`src/rtl/nand3_exerciser.sv`:
```
// Stimulus sequencer and response checker for a 3-input NAND cell under test.
// Define F_SYNC_EN to pass F through a 2-flop synchronizer before it is sampled.
module nand3_exerciser #(
   parameter int SETTLE_CYCLES = 2,
   parameter int CNT_W         = 8,
   parameter int PASSES        = 1
) (
   input  logic             clk,
   input  logic             rst_n,
   input  logic             start,
   output logic             A,
   output logic             B,
   output logic             C,
   input  logic             F,
   output logic             busy,
   output logic             done,
   output logic             pass,
   output logic [CNT_W-1:0] err_cnt,
   output logic [7:0]       err_vec
);

   typedef enum logic [2:0] {
      S_IDLE,
      S_DRIVE,
      S_SETTLE,
      S_SAMPLE,
      S_DONE
   } state_t;

   logic f_s;

`ifdef F_SYNC_EN
   localparam int SYNC_STAGES = 2;
   logic [1:0] f_sync_q, f_sync_d;

   always_comb f_sync_d = {f_sync_q[0], F};

   // Reset to 1, which is the NAND output while all inputs sit at 0.
   always_ff @(posedge clk or negedge rst_n) begin
      if (!rst_n) f_sync_q <= 2'b11;
      else        f_sync_q <= f_sync_d;
   end

   assign f_s = f_sync_q[1];
`else
   localparam int SYNC_STAGES = 0;
   assign f_s = F;
`endif

   localparam int SETTLE_EFF = SETTLE_CYCLES + SYNC_STAGES;
   localparam int SW = (SETTLE_EFF > 1) ? $clog2(SETTLE_EFF) : 1;
   localparam logic [SW-1:0] SETTLE_LAST = SW'((SETTLE_EFF > 0) ? SETTLE_EFF - 1 : 0);
   localparam int PW = (PASSES > 1) ? $clog2(PASSES) : 1;
   localparam logic [PW-1:0] PASS_LAST = PW'(PASSES - 1);

   state_t           state_q, state_d;
   logic [2:0]       vec_q, vec_d;
   logic [2:0]       abc_q, abc_d;
   logic [SW-1:0]    settle_cnt_q, settle_cnt_d;
   logic [PW-1:0]    pass_cnt_q, pass_cnt_d;
   logic [CNT_W-1:0] err_cnt_q, err_cnt_d;
   logic [7:0]       err_vec_q, err_vec_d;
   logic             exp_f;
   logic             mismatch;

   always_comb begin
      state_d      = state_q;
      vec_d        = vec_q;
      abc_d        = abc_q;
      settle_cnt_d = settle_cnt_q;
      pass_cnt_d   = pass_cnt_q;
      err_cnt_d    = err_cnt_q;
      err_vec_d    = err_vec_q;
      exp_f        = ~(abc_q[2] & abc_q[1] & abc_q[0]);
      // Case inequality so that an undriven or unknown F is treated as a failure.
      mismatch     = (f_s !== exp_f);

      case (state_q)
         S_IDLE, S_DONE: begin
            if (start) begin
               state_d    = S_DRIVE;
               vec_d      = 3'd0;
               pass_cnt_d = '0;
               err_cnt_d  = '0;
               err_vec_d  = '0;
            end
         end
         S_DRIVE: begin
            abc_d        = vec_q;
            settle_cnt_d = '0;
            state_d      = (SETTLE_EFF == 0) ? S_SAMPLE : S_SETTLE;
         end
         S_SETTLE: begin
            if (settle_cnt_q == SETTLE_LAST) state_d = S_SAMPLE;
            else settle_cnt_d = settle_cnt_q + SW'(1);
         end
         S_SAMPLE: begin
            if (mismatch) begin
               if (err_cnt_q != '1) err_cnt_d = err_cnt_q + CNT_W'(1);
               err_vec_d[vec_q] = 1'b1;
            end
            if (vec_q != 3'd7) begin
               vec_d   = vec_q + 3'd1;
               state_d = S_DRIVE;
            end else if (pass_cnt_q != PASS_LAST) begin
               vec_d      = 3'd0;
               pass_cnt_d = pass_cnt_q + PW'(1);
               state_d    = S_DRIVE;
            end else begin
               state_d = S_DONE;
            end
         end
         default: state_d = S_IDLE;
      endcase
   end

   always_ff @(posedge clk or negedge rst_n) begin
      if (!rst_n) begin
         state_q      <= S_IDLE;
         vec_q        <= 3'd0;
         abc_q        <= 3'd0;
         settle_cnt_q <= '0;
         pass_cnt_q   <= '0;
         err_cnt_q    <= '0;
         err_vec_q    <= '0;
      end else begin
         state_q      <= state_d;
         vec_q        <= vec_d;
         abc_q        <= abc_d;
         settle_cnt_q <= settle_cnt_d;
         pass_cnt_q   <= pass_cnt_d;
         err_cnt_q    <= err_cnt_d;
         err_vec_q    <= err_vec_d;
      end
   end

   assign A       = abc_q[2];
   assign B       = abc_q[1];
   assign C       = abc_q[0];
   assign busy    = (state_q == S_DRIVE) || (state_q == S_SETTLE) || (state_q == S_SAMPLE);
   assign done    = (state_q == S_DONE);
   assign pass    = done && (err_cnt_q == '0);
   assign err_cnt = err_cnt_q;
   assign err_vec = err_vec_q;

endmodule

```
`config.mk`:
```
export PLATFORM = sky130hd
export DESIGN_NAME = nand3_exerciser
export DESIGN_NICKNAME = d
export VERILOG_FILES = /design/src/rtl/nand3_exerciser.sv
export SDC_FILE = /design/constraint.sdc
export NUM_CORES = 1
export LEC_CHECK = 0
export CORE_ASPECT_RATIO = 1.75
export CORE_UTILIZATION = 40
export DETAILED_ROUTE_END_ITERATION = 12
export DONT_BUFFER_PORTS = 1
export GPL_TIMING_DRIVEN = 0
export HOLD_SLACK_MARGIN = 0.06
export SYNTH_ARGS = -nofsm -noshare
export SYNTH_HDL_FRONTEND = slang
export SYNTH_SLANG_ARGS = --single-unit
```
`constraint.sdc`:
```
create_clock -name clk -period 2.35 [get_ports clk]
set_clock_uncertainty 0.1 [all_clocks]
set_input_delay 0.235 -clock clk [delete_from_list [all_inputs] [get_ports clk]]
set_output_delay 0.235 -clock clk [all_outputs]
set_load 0.005 [all_outputs]
```
==> run_results.csv <==
group,metric,value,unit
clock_tree,cts_max_level,1,
min_path,hold_class,"primary input to register",
setup_path,critPathRequiredTime,2410,ps
pwr,ir_drop,572,µV
drt,drtIter0Drc,26,
sta,worst_pin_slew,495,ps
setup_path,crit_buf_inv,0,
setup_path,endpoint_kind,"register",
min_path,holdPathEnd,"err_cnt[6]",
clock_tree,clock_sinks,26,
floorplanning,coreArea,3110,µm²
setup_path,cp-startpoint,"err_cnt[0]",
synth,synth_edf_count,0,
setup_path,crit_type,"register to register",
sta,maxSlewHeadroom,0.667,
setup_path,r2r_setup_slack,240,ps
synth,yosysSeqAreaShare,0.503,
floorplanning,die_x,45.0,µm
floorplanning,rows,27,
synth,synthArstFlopShare,1.00,
setup_path,path_max_fanout,7,
synth,synth_fp_nets,128,
cells_and_area,nFillCells,308,
synth,netlist_area,1290,µm²
min_path,hold_depth,2,
setup_path,cp.arrival,2170,ps
setup_path,rr_startpoint,"err_cnt[0]",
sta,setup_tns,0,ps
drt,wl,2780,µm
cells_and_area,final_area,1460,µm²
clock_tree,cts_root_buf,"clkbuf_8",
grt,grt_antenna_before_repair,0,
placement,placed_area,1350,µm²
floorplanning,dieHeight,77.2,µm
grt,track_usage,0.179,
sta,fin_crit,2110,ps
setup_path,r2r_end,"err_cnt[5]",
drt,via_per_inst,5.79,
drt,drtPass1Iterations,4,
drt,vias,985,
sta,drv_slew,0,
clock_tree,clockBufferDepth,2,
placement,place.gp.congestion,0.811,
setup_path,critPathTopFamily,"compound AO/OA/AOI/OAI gates",
drt,antenna_left,0,
synth,synth_warnings,0,
cells_and_area,fin_cells,170,
synth,ys_ff_latch,26,
clock_tree,cts_made_buffers,3,
cells_and_area,drive_gt1_frac,0.0945,
job,cap_violations,0,
sta,max_freq,473,MHz
setup_path,cp_slowest_stage_delay,470,ps
sta,rsz0062_at_grt,"no",
sta,min_period_over_period,0.900,
clock_tree,insertion_delay,270,ps
min_path,worstHoldStart,"start",
placement,dpl.cell_count,163,
synth,synthFlopType,"dfrtp_1",
sta,setup_violations,0,
synth,synthCells,120,
clock_tree,cts.clk_slew.worst_paths,90,ps
clock_tree,cts_setup_buffers,0,
setup_path,worstPathCellList,"ha_1 > and4_1 > a41o_1 > or3_1 > a311o_1",
setup_path,reg2reg_depth,5,
drt,avgRoutedWirePerCell,16.3,µm
placement,port_buffers,0,
grt,grt_max_degree,27,
cells_and_area,diodes,0,
synth,syn_area_per_cell,10.8,µm²
grt,grt_overflow_total,0,
pwr,power.leakage,0.637,nW
sta,hold_viol,0,
floorplanning,dieArea,3470,µm²
setup_path,slowest_stage,"dfrtp_1",
cells_and_area,area_delta_synth_final,12.8,%
cells_and_area,nNetsFinal,136,
run_status,outcome,"complete, no violations",
floorplanning,initial_core_util,0.416,
floorplanning,pin_count,26,
pwr,power.density,1180,nW/µm²
placement,hpwl,2010,µm
setup_path,cp-start-kind,"register",
drt,drc,0,
clock_tree,cts_resized,0,
clock_tree,cts_tree,"done",
grt,grt_pass1_vias,1004,
synth,ys_types,39,
grt,grt_pass1_wl,4650,µm
per-stage QoR:
stage	hold slack (ps)	total power, mW	setup WS (ps)	util
after floorplan	-161	1.19	372	-
after global placement	-160	1.31	238	0.433
after detailed placement	-160	1.35	247	0.433
after CTS	117	1.74	230	0.469
after global routing	122	1.86	164	0.469
final	132	1.72	236	0.469
cells in the mapped netlist (2+ instances only):
cell,instances,area (µm²)
a22o_1,2,17.5
a32o_1,4,40.0
buf_2,2,10.0
clkbuf_1,3,11.3
dfrtp_1,26,651
ha_1,4,50.1
inv_1,7,26.3
mux2_2,4,45.0
mux2i_1,2,20.0
nand2_1,12,45.0
nand3_1,6,30.0
nor2_1,6,22.5
nor3_1,3,15.0
nor4_1,3,18.8
o21ai_0,5,25.0
o311ai_1,2,17.5
o31ai_1,5,37.5
o41ai_1,2,17.5
xnor2_1,2,17.5
area by class of cell:
cell class | count | area [µm²] | share of cell area
Buffer | 5 | 21.3 | 0.0146
Clock buffer | 3 | 41.3 | 0.0283
Clock inverter | 1 | 30.0 | 0.0206
Inverter | 7 | 26.3 | 0.0180
Multi-Input combinational cell | 82 | 594 | 0.408
Sequential cell | 26 | 651 | 0.446
Tap cell | 43 | 53.8 | 0.0369
Timing Repair Buffer | 3 | 40.0 | 0.0275
registers in the layout (all words and copies together), names as in the netlist:
register	flops
err_cnt	8
abc_q	3
err_vec	8
settle_cnt_q	1
vec_q	3
state_q	3
kinds of logic (layout without fill, tap and decap cells):
| family | count (synthesis) | after routing | share of synthesized area |
|---|---|---|---|
| compound gates | 26 | 26 | 0.163 |
| xor+xnor | 3 | 3 | 0.0203 |
| fa+ha+maj | 4 | 4 | 0.0387 |
| buf+inv | 12 | 19 | 0.0368 |
| flops | 26 | 26 | 0.503 |
| mux | 7 | 7 | 0.0590 |
| simple gates | 42 | 42 | 0.179 |
power breakdown:
| group | leakage, nW | switching [mW] | total [mW] | internal [mW] |
|---|---|---|---|---|
| combinational | 0.258 | 0.307 | 0.563 | 0.256 |
| sequential | 0.343 | 0.189 | 0.791 | 0.601 |
| clock | 0.0357 | 0.139 | 0.367 | 0.228 |
metal layers:
metal,track usage,wire (µm),vias up
met2,0.299,1480,32
li1,-,-,459
met1,0.223,1130,489
met4,0.0636,44,0
met5,0,0,-
met3,0.0282,125,5
what timing repair did:
| item | in CTS | in global routing |
|---|---|---|
| hold buffers | 3 | 0 |
| endpoints found under the setup margin | 0 | 0 |
| endpoints found under the hold margin | 27 | 0 |
how the worst max path moves through the flow:
stage,end,slack [ps],cells past startpoint
after detailed placement,err_cnt[5],250,5
after CTS,err_cnt[5],230,5
final,err_cnt[5],240,5
after global placement,err_cnt[5],240,5
after floorplan,err_cnt[5],370,5
after global routing,err_cnt[5],160,5
cell usage in the layout, fill, tap and decap left out, types with 4 or more instances in the layout:
master	count
mux2_2	4
dfrtp_1	26
a32o_1	4
o31ai_1	5
nand2_1	12
o21ai_0	5
nor2_1	6
nand3_1	6
ha_1	4
inv_1	7
Power figures use the tool's default switching activity.
